$ cat src/rtl/io_pkg.sv
// Shared definitions for the I/O register responder.
// Page constant, FSM encoding and byte-lane merge helper.
package io_pkg;

  localparam logic [11:0] IO_PAGE = 12'hFFD;

  typedef enum logic [1:0] {
    IDLE,
    WAIT,
    ACK
  } state_t;

  function automatic logic [31:0] lane_merge(
    input logic [31:0] old,
    input logic [31:0] nw,
    input logic [3:0]  sel
  );
    logic [31:0] r;
    r = old;
    for (int b = 0; b < 4; b++) begin
      if (sel[b]) r[8*b +: 8] = nw[8*b +: 8];
    end
    return r;
  endfunction

endpackage

$ cat src/rtl/io_reg_slave.sv
// Wishbone-classic I/O register responder with wait states,
// byte-lane writes, read-only status word and access pulses.
module io_reg_slave
  import io_pkg::*;
#(
  parameter logic [31:0] IO_ADDR     = 32'hFFDC0000,
  parameter int          NREGS       = 8,
  parameter int          WAIT_STATES = 0,
  parameter logic [31:0] RST_VAL     = 32'h0
) (
  input  logic                      clk_i,
  input  logic                      rst_ni,
  input  logic                      cyc_i,
  input  logic                      stb_i,
  output logic                      ack_o,
  input  logic                      we_i,
  input  logic [3:0]                sel_i,
  input  logic [31:0]               adr_i,
  input  logic [31:0]               dat_i,
  output logic [31:0]               dat_o,
  input  logic [31:0]               stat_i,
  output logic [32*(NREGS-1)-1:0]   regs_o,
  output logic [NREGS-1:0]          wr_pulse_o,
  output logic [NREGS-1:0]          rd_pulse_o
);

  localparam int IW  = $clog2(NREGS);
  localparam int AW  = IW + 2;
  localparam int NRW = NREGS - 1;
  localparam logic [NREGS-1:0] ONE = NREGS'(1);

  state_t          state_q;
  state_t          state_d;
  logic [IW-1:0]   idx_q;
  logic            we_q;
  logic [3:0]      sel_q;
  logic [31:0]     dat_q;
  logic [3:0]      cnt_q;
  logic [31:0]     rbank [NREGS];
  logic            cs;
  logic            capture;
  logic            commit;
  logic            done;
  logic            unused_adr;

  assign unused_adr = ^adr_i[1:0];

  assign cs = cyc_i & stb_i
            & (adr_i[31:AW] == IO_ADDR[31:AW]);

  always_comb begin
    state_d = state_q;
    capture = 1'b0;
    commit  = 1'b0;
    done    = 1'b0;
    unique case (state_q)
      IDLE: begin
        if (cs) begin
          capture = 1'b1;
          state_d = (WAIT_STATES == 0) ? ACK : WAIT;
        end
      end
      WAIT: begin
        if (!cyc_i) begin
          state_d = IDLE;
        end else if (cnt_q == 4'd1) begin
          state_d = ACK;
        end
      end
      ACK: begin
        // first ACK cycle commits; later cycles wait for strobe release
        if (!ack_o) begin
          commit = 1'b1;
        end else if (!stb_i || !cyc_i) begin
          done    = 1'b1;
          state_d = IDLE;
        end
      end
      default: state_d = IDLE;
    endcase
  end

  always_ff @(posedge clk_i or negedge rst_ni) begin
    if (!rst_ni) state_q <= IDLE;
    else         state_q <= state_d;
  end

  always_ff @(posedge clk_i or negedge rst_ni) begin
    if (!rst_ni) begin
      ack_o      <= 1'b0;
      dat_o      <= '0;
      wr_pulse_o <= '0;
      rd_pulse_o <= '0;
      idx_q      <= '0;
      we_q       <= 1'b0;
      sel_q      <= '0;
      dat_q      <= '0;
      cnt_q      <= '0;
    end else begin
      wr_pulse_o <= '0;
      rd_pulse_o <= '0;
      if (capture) begin
        idx_q <= adr_i[AW-1:2];
        we_q  <= we_i;
        sel_q <= sel_i;
        dat_q <= dat_i;
        cnt_q <= 4'(WAIT_STATES);
      end else if (state_q == WAIT) begin
        cnt_q <= cyc_i ? cnt_q - 4'd1 : 4'd0;
      end
      if (commit) begin
        ack_o <= 1'b1;
        if (we_q) begin
          wr_pulse_o <= ONE << idx_q;
          dat_o      <= '0;
        end else begin
          rd_pulse_o <= ONE << idx_q;
          dat_o      <= rbank[idx_q];
        end
      end else if (done) begin
        ack_o <= 1'b0;
        dat_o <= '0;
      end
    end
  end

  for (genvar i = 0; i < NRW; i++) begin : g_reg
    logic [31:0] q;
    always_ff @(posedge clk_i or negedge rst_ni) begin
      if (!rst_ni) begin
        q <= RST_VAL;
      end else if (commit && we_q && idx_q == IW'(i)) begin
        q <= lane_merge(q, dat_q, sel_q);
      end
    end
    assign rbank[i]          = q;
    assign regs_o[32*i +: 32] = q;
  end

  assign rbank[NRW] = stat_i;

endmodule

$ cat config.mk
export PLATFORM = sky130hd
export DESIGN_NAME = io_reg_slave
export DESIGN_NICKNAME = d
export VERILOG_FILES = /design/src/rtl/io_pkg.sv /design/src/rtl/io_reg_slave.sv
export SDC_FILE = /design/constraint.sdc
export NUM_CORES = 1
export LEC_CHECK = 0
export ABC_AREA = 0
export BUFFER_PORTS_ARGS = -buffer_cell sky130_fd_sc_hd__buf_2
export CORE_MARGIN = 3
export CORE_UTILIZATION = 50
export DETAILED_ROUTE_END_ITERATION = 10
export PLACE_DENSITY = 0.77
export SETUP_SLACK_MARGIN = 0.2
export SLEW_MARGIN = 20
export SYNTH_ARGS = -nofsm -noshare
export SYNTH_HDL_FRONTEND = slang
export SYNTH_SLANG_ARGS = --single-unit
$ cat constraint.sdc
create_clock -name clk_i -period 2.9 [get_ports clk_i]
set_clock_uncertainty 0.1 [all_clocks]
set_input_delay 0.29 -clock clk_i [delete_from_list [all_inputs] [get_ports clk_i]]
set_output_delay 0.29 -clock clk_i [all_outputs]
set_load 0.02 [all_outputs]
==> summary.txt, run 1 <==
Status
  – Status: finished clean

Logic synthesis
  – Proportion of synthesized area in mux cells: 29.9%
  – Average size of a mapped cell: 14.2 um2
  – Simple-gate share of the synthesized area: 4.48%
  – Ys async rst share: 100%
  – Syn. warnings: 0
  – Post-synthesis cell area: 0.0137 mm2
  – Syn nets: 1069
  – Post-synthesis compound-gate area fraction: 6.04%
  – Number of synthesized flops with an enable pin: 0
  – Post-Synth Adder-Cell Area: 0%
  – Most used DFF post-synth: dfrtp_1
  – Main combinational cell family by area after synthesis: multiplexers
  – Post-synthesis sequential area ratio: 57.3%
  – Yosys cell types: 34
  – Syn Inst Count: 964
  – Seq cells post-synth: 314
  – Xor and xnor fraction of the mapped netlist area: 0%

Setup path
  – CP startpoint kind: flop
  – WS Path Type: reg2reg
  – Worst-path fanout max: 23
  – Critical path arrival: 2.83 ns
  – Critical Path RT: 3.18 ns
  – Critical Path End Type: flop

Final layout
  – Fillers: 1950
  – Fraction of layout cells with a size suffix above 1: 52.9%
  – Fin util: 66.9%
  – Most frequent cells in the layout: 374 x buf_2, 312 x dfrtp_1, 241 x mux2_2
  – Leading cell type in the layout, fill and taps excluded: buf_2
  – Synthesis-to-finish area growth: 29.3%
  – NumNets Final: 1503

Timing
  – RSZ-0062 raised after global routing: false
  – Worst relative slew slack: 33.2%
  – Pins Over Slew Limit: 0
  – Final Setup Violations: 0
  – Slew @ Worst Pin: 1.00 ns
  – Crit path time final: 2.55 ns
  – Fmax: 392 MHz
  – Setup TNS: 0 ns
  – Slack of the critical path: 0.346 ns
  – Min Hold Slack: 0.109 ns
  – Final worst-path cycle share: 88.1%
  – Final hold viol count: 0

Floorplanning
  – Initial Utilization: 51.7%
  – Std-Cell Rows: 59
  – Die width: 172 um
  – CORE AREA: 0.0265 mm2
  – # IOs: 378
  – Die area: 0.0294 mm2
  – Die Ht: 172 um

Routing
  – Post-Route WL: 43600 um
  – Remaining DRCs: 0
  – DR vias: 10.3k
  – Routed Antenna Nets: 0
  – Via density per instance: 5.88
  – Per-cell routed wire length: 24.8 um
  – Pre-antenna DRT Iters: 5
  – Iteration-0 DRC Markers: 777

Pwr
  – VDD IR max: 391 uV
  – Total Power: 9.09 mW
  – PD cells: 513 mW/mm2
  – Leak: 9.48 nW

Clock tree
  – Worst-path clk slew: 0.06 ns
  – Clock Sinks: 314
  – CTS Buf Count: 35
  – Post-cts resize count: 0
  – CTS Buffer Depth: 3
  – Post-CTS Setup Inserts: 0
  – Clk root buf: clkbuf_16
  – Clock latency on the worst-skew pair: 0.50 ns
  – CTS tree: done
  – H-tree levels: 2

GRT
  – First-pass GRT wire length: 64500 um
  – Pin count of the biggest net entering global routing: 75
  – GR Util All Layers: 29.0%
  – Remaining Overflow, GRT: 0
  – Initial antenna violation count: 1
  – Vias in the first global route: 10.6k

Placed design
  – Routability Congestion: 0.855
  – DP Worst Slack: 0.340 ns
  – DPL Wire Length: 29600 um
  – Number of buffers added on ports: 375

Job
  – Max Cap Viol: 0

Hold path
  – Hold Crit Class: in2reg
[critical path: stages (launching register included)]
cell,delay (ns)
dfrtp_2,0.80
nand2_1,0.21
nor2_1,0.45
nand2_1,0.47
mux2_2,0.41
[per-layer routing]
metal | global-route usage [%] | vias to the layer above | wire length (um)
li1 | - | 4474 | -
met1 | 38.7 | 5240 | 18000
met2 | 46.8 | 494 | 20500
met3 | 6.11 | 133 | 3410
met4 | 11.3 | 0 | 1790
met5 | 0 | - | 0
[synthesized netlist by cell type (2+ instances only)]
library cell    n  area [um2]
buf_2           8        40.0
dfrtp_1       314        7860
buf_1           6        22.5
a221oi_1       16         140
nor3_2          2        20.0
mux2_4         39         586
inv_1          17        63.8
a32o_1         16         160
o22ai_1        16         100
clkbuf_1       33         124
nand2b_1        4        25.0
or2_2           2        12.5
nand3_1         2        10.0
buf_6           5        56.3
nor2_1         13        48.8
nand4_1         2        12.5
mux2i_1        80         801
o221ai_1       48         420
or3_1          17         106
nand4b_1        2        17.5
mux2_2        241        2710
nor3_1          2        10.0
nand2_1        68         255
[kinds of logic after synthesis]
| logic type | after synthesis |
|---|---|
| multiplexers | 360 |
| flip-flops | 314 |
| AND/OR/NAND/NOR | 124 |
| AO/OA/AOI/OAI | 97 |
| buffers and inverters | 69 |
[sequential cells by signal (all words and copies together) (netlist names)]
register    count
g.q           224
dat_o          32
dat_q          32
rd_pulse_o      8
wr_pulse_o      8
sel_q           4
idx_q           3
ack_o           1
state_q         1
we_q            1
[final timing paths]
| check | cells after the start | endpoint | start | slack [ns] |
|---|---|---|---|---|
| setup / recovery | 4 | g_reg[3].q[1] | idx_q[0] | 0.35 |
| hold / removal | 5 | state_q[1] | cyc_i | 0.11 |
| setup reg to reg | 4 | g_reg[3].q[1] | idx_q[0] | 0.35 |
| hold reg to reg | 2 | dat_o[14] | dat_o[14] | 0.38 |
| max in group asynchronous | 3 | g_reg[5].q[6] | rst_ni | 1.67 |
| min in group asynchronous | 2 | g_reg[0].q[27] | rst_ni | 0.25 |
[what timing repair did]
action                                  4_1_cts  5_1_grt
hold buffers                                 41        0
endpoints found under the hold margin       108        0
endpoints found under the setup margin        0        0
[report_power, final]
group	leakage, nW	internal (mW)	switching (mW)
sequential	4.39	4.38	0.000000274
combinational	4.52	0.104	0.124
clock	0.573	2.75	1.73
[through the flow]
| stage | instance area, um2 | instances |
|---|---|---|
| after floorplan | 13700 | 964 |
| after global placement | 16100 | 1655 |
| after detailed placement | 16100 | 1655 |
| after CTS | 17700 | 1758 |
| after global routing | 17700 | 1759 |
| final | 17700 | 1760 |
[area by class of cell]
| cell class | instances | area (um2) | area share [%] |
|---|---|---|---|
| inverters | 17 | 63.8 | 0.360 |
| repair buffers | 449 | 2630 | 14.9 |
| well taps | 335 | 419 | 2.37 |
| multi-input cells | 581 | 5570 | 31.4 |
| clock inverters | 9 | 123 | 0.692 |
| flip-flops and latches | 314 | 7860 | 44.4 |
| clock buffers | 53 | 1050 | 5.90 |
| diodes | 2 | 5.00 | 0.0282 |
Note: power is estimated with default switching activity, not from simulation.
==> run 2: changes to the inputs <==
--- a/config.mk
+++ b/config.mk
@@ -9,6 +9,7 @@
 export BUFFER_PORTS_ARGS = -buffer_cell sky130_fd_sc_hd__buf_2
 export CORE_MARGIN = 3
 export CORE_UTILIZATION = 50
+export CTS_BUF_LIST = sky130_fd_sc_hd__clkbuf_2
 export DETAILED_ROUTE_END_ITERATION = 10
 export PLACE_DENSITY = 0.77
 export SETUP_SLACK_MARGIN = 0.2
==> run 2 against run 1 <==
- sequential share of layout area rose by 0.17 points
- worst hold slack got worse by 0.019 ns
- register-to-register slack gained 0.07 ns
- routed wire length increased by 3.2%
- power down 17%
==> summary.txt, run 2 (synthesized netlist as in run 1, its figures left out) <==
Clock tree
  – CTS Buf Count: 81
  – Clock Sinks: 314
  – Worst-path clk slew: 0.10 ns
  – Post-CTS Setup Inserts: 0
  – CTS tree: done
  – Clock latency on the worst-skew pair: 0.89 ns
  – Clk root buf: clkbuf_2
  – CTS Buffer Depth: 3
  – H-tree levels: 3

Timing
  – Worst relative slew slack: 31.0%
  – Slew @ Worst Pin: 1.03 ns
  – RSZ-0062 raised after global routing: false
  – Fmax: 403 MHz
  – Slack of the critical path: 0.418 ns
  – Min Hold Slack: 0.0899 ns
  – Final hold viol count: 0
  – Crit path time final: 2.48 ns
  – Final worst-path cycle share: 85.6%
  – Setup TNS: 0 ns
  – Final Setup Violations: 0
  – Pins Over Slew Limit: 0

Routing
  – Routed Antenna Nets: 0
  – DR vias: 10.9k
  – Iteration-0 DRC Markers: 935
  – Post-Route WL: 45000 um
  – Per-cell routed wire length: 24.0 um
  – Remaining DRCs: 0
  – Pre-antenna DRT Iters: 6
  – Via density per instance: 5.82

Final layout
  – Sequential cell area: 0.00787 mm2
  – Fillers: 1993
  – Synthesis-to-finish area growth: 28.8%
  – Multi-input gate area: 0.00557 mm2
  – Finished Layout Cells: 1874
  – Fraction of layout cells with a size suffix above 1: 54.0%
  – NumNets Final: 1590
  – Top Registers: g.q: 224 flops, dat_o: 32 flops, dat_q: 32 flops
  – Final Instance Area: 0.0177 mm2
  – Most frequent cells in the layout: 374 x buf_2, 312 x dfrtp_1, 241 x mux2_2
  – Leading cell type in the layout, fill and taps excluded: buf_2
  – Max reg flops: 224
  – Top reg by flops: g.q

GRT
  – Gr busiest metal: met2
  – First-pass GRT wire length: 66500 um
  – Remaining Overflow, GRT: 0
  – Met1 GRT Util: 38.3%
  – Met2 Use GR: 48.4%
  – Pin count of the biggest net entering global routing: 69
  – Initial antenna violation count: 1
  – GR Util All Layers: 30.0%
  – Vias in the first global route: 11.3k
  – Met3 usage: 8.14%

Floorplanning
  – Die Ht: 172 um
  – Initial Utilization: 51.7%
  – # IOs: 378
  – CORE AREA: 0.0265 mm2
  – Std-Cell Rows: 59
  – Die width: 172 um
  – Die area: 0.0294 mm2

Job
  – Max Cap Viol: 0

Setup path
  – Slowest-stage cell, CP: dlygate4sd3_1
  – WS Path Type: reg2reg
  – Critical Path End Type: flop
  – Critical Path RT: 3.57 ns
  – Worst-path fanout max: 41
  – CP Cell Sequence: or4b_1 -> nor4_2 -> nand4_4 -> buf_12 -> nand2_1 -> dlygate4sd3_1
  – Critical path arrival: 3.15 ns
  – CP startpoint kind: flop
  – Crit path largest cell delay: 0.55 ns
  – Gate family responsible for the most delay along the worst path: simple AND/OR/NAND/NOR gates
  – Critical path buffers and inverters: 2

Placed design
  – Routability Congestion: 0.855
  – DP Cell Count: 1655
  – DP Worst Slack: 0.340 ns
  – Number of buffers added on ports: 375
  – DPL Wire Length: 29600 um
  – Post-DP Area: 0.0161 mm2

Pwr
  – Seq pwr share: 57.9%
  – Clock power share: 38.4%
  – PD cells: 428 mW/mm2
  – Logic pwr share: 3.7%
  – Int Power: 5.63 mW
  – Switching Fraction: 25.5%
  – VDD IR max: 320 uV
  – Net Sw Power: 1.93 mW
  – Leak: 9.63 nW

Status
  – Status: finished clean

Hold path
  – Hold Crit Class: in2reg
run 2: changes by cell type in the layout (fill, tap and decap cells not counted), moves of 2 or more:
cell           before  now
clkbuf_2            0  122
inv_2               0    3
bufinv_16           3    0
clkbuf_16          37    0
clkinv_2            5    0
dlygate4sd3_1      41   81
clkinv_4            0    2
clkbuf_1           10    0
clkinv_1            0    7
clkbuf_8            6    0
run 2: stage by stage:
| stage | power (mW) | util (%) |
|---|---|---|
| final | 7.55 | 66.6 |
| after global routing | 7.89 | 66.6 |
| after CTS | 7.64 | 66.6 |
| after detailed placement | 4.65 | 60.9 |
| after global placement | 4.64 | 60.9 |
| after floorplan | 4.47 | - |
run 2: worst paths after layout:
kind / start / to / slack [ns] / cells past startpoint
min: dat_i[16] / dat_q[16] / 0.09 / 3
max: state_q[1] / state_q[1] / 0.42 / 6
min reg2reg: dat_o[10] / dat_o[10] / 0.39 / 2
max in group asynchronous: rst_ni / g_reg[4].q[6] / 1.82 / 4
min in group asynchronous: rst_ni / g_reg[1].q[25] / 0.51 / 4
max reg2reg: state_q[1] / state_q[1] / 0.42 / 6
run 2: layer usage:
metal	share of wire, %	up-vias
met1	40	5497
met3	8.7	146
li1	-	4694
met4	4.3	0
met5	0	-
met2	47	578
run 2: area by class of cell:
type	count	share of cell area (%)
Clock inverter	14	0.397
Sequential cell	314	44.5
Tap cell	335	2.37
Antenna cell	1	0.0142
Multi-Input combinational cell	581	31.5
Clock buffer	122	3.46
Timing Repair Buffer	490	17.3
Inverter	17	0.361
run 2: power groups by stage:
stage	clock [mW]	combinational, mW	sequential (mW)
6_report	2.90	0.277	4.37
5_1_grt	3.21	0.306	4.38
3_3_place_gp	0	0.183	4.46
2_1_floorplan	0	0.00544	4.46
3_5_place_dp	0	0.187	4.46
4_1_cts	2.99	0.280	4.37
run 2: worst reg2reg max path, cell delays in order (launching register included):
cell	delay, ns
dfrtp_1	0.41
or4b_1	0.54
nor4_2	0.32
nand4_4	0.13
buf_12	0.27
nand2_1	0.11
dlygate4sd3_1	0.55
run 2: what timing repair did:
item | in CTS | in global routing
setup endpoints to repair | 0 | 1
gates resized for setup | 0 | 1
endpoints found under the hold margin | 388 | 0
hold buffers | 82 | 0
==> run 3: changes to the inputs <==
--- a/config.mk
+++ b/config.mk
@@ -11,6 +11,7 @@
 export CORE_UTILIZATION = 50
 export CTS_BUF_LIST = sky130_fd_sc_hd__clkbuf_2
 export DETAILED_ROUTE_END_ITERATION = 10
+export MAX_ROUTING_LAYER = met4
 export PLACE_DENSITY = 0.77
 export SETUP_SLACK_MARGIN = 0.2
 export SLEW_MARGIN = 20
==> constraint.sdc (replaced) <==
create_clock -name clk_i -period 3.05 [get_ports clk_i]
set_clock_uncertainty 0.1 [all_clocks]
set_input_delay 0.305 -clock clk_i [delete_from_list [all_inputs] [get_ports clk_i]]
set_output_delay 0.305 -clock clk_i [all_outputs]
set_load 0.02 [all_outputs]
==> run 3 against run 2 <==
- maximum frequency shrank 8.9%
- non-clock buffer count shrank 13
- routed wire length shrank 0.87%
- first-iteration DRC count shrank 19%
- final cell count shrank 1.1%
- via count shrank 2.2%
- clock power shrank 7.6%
- critical path depth shrank 2
- critical path type unchanged
- highest routed layer unchanged
==> summary.txt, run 3 (synthesized netlist as in run 1, its figures left out) <==
Hold path
  – Hold Path Sink: dat_q[30]
  – Hold Crit Class: in2reg
  – Hold Path Cell Cnt: 3
  – Min-delay src: dat_i[30]

Final layout
  – Fraction of layout cells with a size suffix above 1: 53.8%
  – Fin util: 65.9%
  – Max reg flops: 224
  – Leading cell type in the layout, fill and taps excluded: buf_2
  – Most frequent cells in the layout: 374 x buf_2, 312 x dfrtp_1, 241 x mux2_2
  – Synthesis-to-finish area growth: 27.5%
  – NumNets Final: 1575
  – Top Registers: g.q: 224 flops, dat_o: 32 flops, dat_q: 32 flops
  – Fillers: 1979
  – Top reg by flops: g.q

Timing
  – Worst relative slew slack: 36.2%
  – Final worst-path cycle share: 89.3%
  – Setup TNS: 0 ns
  – Pins Over Slew Limit: 0
  – RSZ-0062 raised after global routing: false
  – Fmax: 367 MHz
  – Crit path time final: 2.73 ns
  – Final Setup Violations: 0
  – Slack of the critical path: 0.325 ns
  – Slew @ Worst Pin: 0.956 ns
  – Final hold viol count: 0
  – Min Hold Slack: 0.114 ns

GRT
  – Initial antenna violation count: 1
  – GR Util All Layers: 30.8%
  – Pin count of the biggest net entering global routing: 93
  – Vias in the first global route: 11.4k
  – Remaining Overflow, GRT: 0
  – First-pass GRT wire length: 66500 um

Floorplanning
  – CORE AREA: 0.0265 mm2
  – Initial Utilization: 51.7%
  – # IOs: 378
  – Die area: 0.0294 mm2
  – Die Ht: 172 um
  – Die width: 172 um
  – Std-Cell Rows: 59

Clock tree
  – Clock latency on the worst-skew pair: 0.86 ns
  – Clock Sinks: 314
  – CTS Buffer Depth: 3
  – CTS Buf Count: 79
  – Worst-path clk slew: 0.10 ns
  – H-tree levels: 3
  – Post-CTS Setup Inserts: 0
  – Clk root buf: clkbuf_2
  – CTS tree: done

Routing
  – DR vias: 10.7k
  – WL met3: 3290 um
  – Met1 wire length: 17800 um
  – Routed Antenna Nets: 0
  – Iteration-0 DRC Markers: 758
  – Pre-antenna DRT Iters: 5
  – Max layer used: met4
  – Met2 WL: 21800 um
  – Via density per instance: 5.76
  – Remaining DRCs: 0
  – Post-Route WL: 44600 um
  – Per-cell routed wire length: 24.1 um

Pwr
  – Int Power: 5.29 mW
  – PD cells: 406 mW/mm2
  – Leak: 9.52 nW
  – Logic pwr share: 3.5%
  – Clock power share: 37.8%
  – Total Power: 7.09 mW
  – Net Sw Power: 1.80 mW
  – Seq pwr share: 58.7%
  – Switching Fraction: 25.4%
  – VDD IR max: 262 uV

Setup path
  – Reg2Reg Depth: 4
  – R2r setup slk: 0.32 ns
  – RR Endpoint: g_reg[3].q[6]
  – Worst-path fanout max: 24
  – Critical Path RT: 3.62 ns
  – WS Path Type: reg2reg
  – CP startpoint kind: flop
  – Worst reg2reg startpoint: idx_q[0]
  – Critical path arrival: 3.29 ns
  – Critical Path End Type: flop

Placed design
  – DPL Wire Length: 29300 um
  – DP Worst Slack: 0.489 ns
  – Number of buffers added on ports: 375
  – Routability Congestion: 0.870

Status
  – Status: finished clean

Job
  – Max Cap Viol: 0
[run 3: cell count changes in the layout (fill, tap and decap cells not counted), moves of 2 or more]
cell,before,now
buf_4,26,20
clkbuf_2,122,117
dlygate4sd3_1,81,76
clkinv_4,2,0
[run 3: metal layers]
layer  track usage [%]  vias up
li1                  -     4647
met1              37.9     5426
met2              49.3      480
met3              7.47      125
met4              12.3        0
met5                 -        -
[run 3: final cells by class]
cell class	count	area (um2)	area share, %
Sequential cell	314	7860	45.0
Multi-Input combinational cell	581	5570	31.9
Timing Repair Buffer	477	2920	16.7
Clock buffer	117	586	3.35
Tap cell	335	419	2.40
Inverter	17	63.8	0.365
Clock inverter	12	56.3	0.322
Antenna cell	1	2.50	0.0143
[run 3: how the worst max path moves through the flow]
stage          slack (ns)  cells after the start        from             end
2_1_floorplan        0.89                      6  state_q[1]       dat_q[10]
3_3_place_gp         0.51                      4    idx_q[0]   g_reg[3].q[3]
3_5_place_dp         0.49                      4    idx_q[0]   g_reg[3].q[0]
4_1_cts              0.43                      4    idx_q[0]   g_reg[3].q[8]
5_1_grt              0.25                      4    idx_q[0]  g_reg[3].q[24]
6_report             0.32                      4    idx_q[0]   g_reg[3].q[6]
[run 3: critical path: stages (launching register included)]
cell	delay (ns)
dfrtp_2	0.79
nand2_1	0.28
nor2_1	0.49
nand2_1	0.46
mux2_2	0.40
[run 3: what timing repair did]
| action | 4_1_cts | 5_1_grt |
|---|---|---|
| resized for setup | 0 | 0 |
| endpoints found under the hold margin | 359 | 0 |
| hold buffers | 76 | 0 |
[run 3: metrics by stage]
step	instances	instance area (um2)
global placement	1648	16100
CTS	1853	17500
global route	1854	17500
detailed placement	1648	16100
finish	1854	17500
floorplan	964	13700
[run 3: power by group through the flow]
stage | combinational, mW | clock (mW) | sequential, mW
6_report | 0.249 | 2.68 | 4.16
5_1_grt | 0.276 | 2.95 | 4.16
4_1_cts | 0.251 | 2.74 | 4.16
3_5_place_dp | 0.173 | 0 | 4.24
3_3_place_gp | 0.171 | 0 | 4.24
2_1_floorplan | 0.00517 | 0 | 4.24
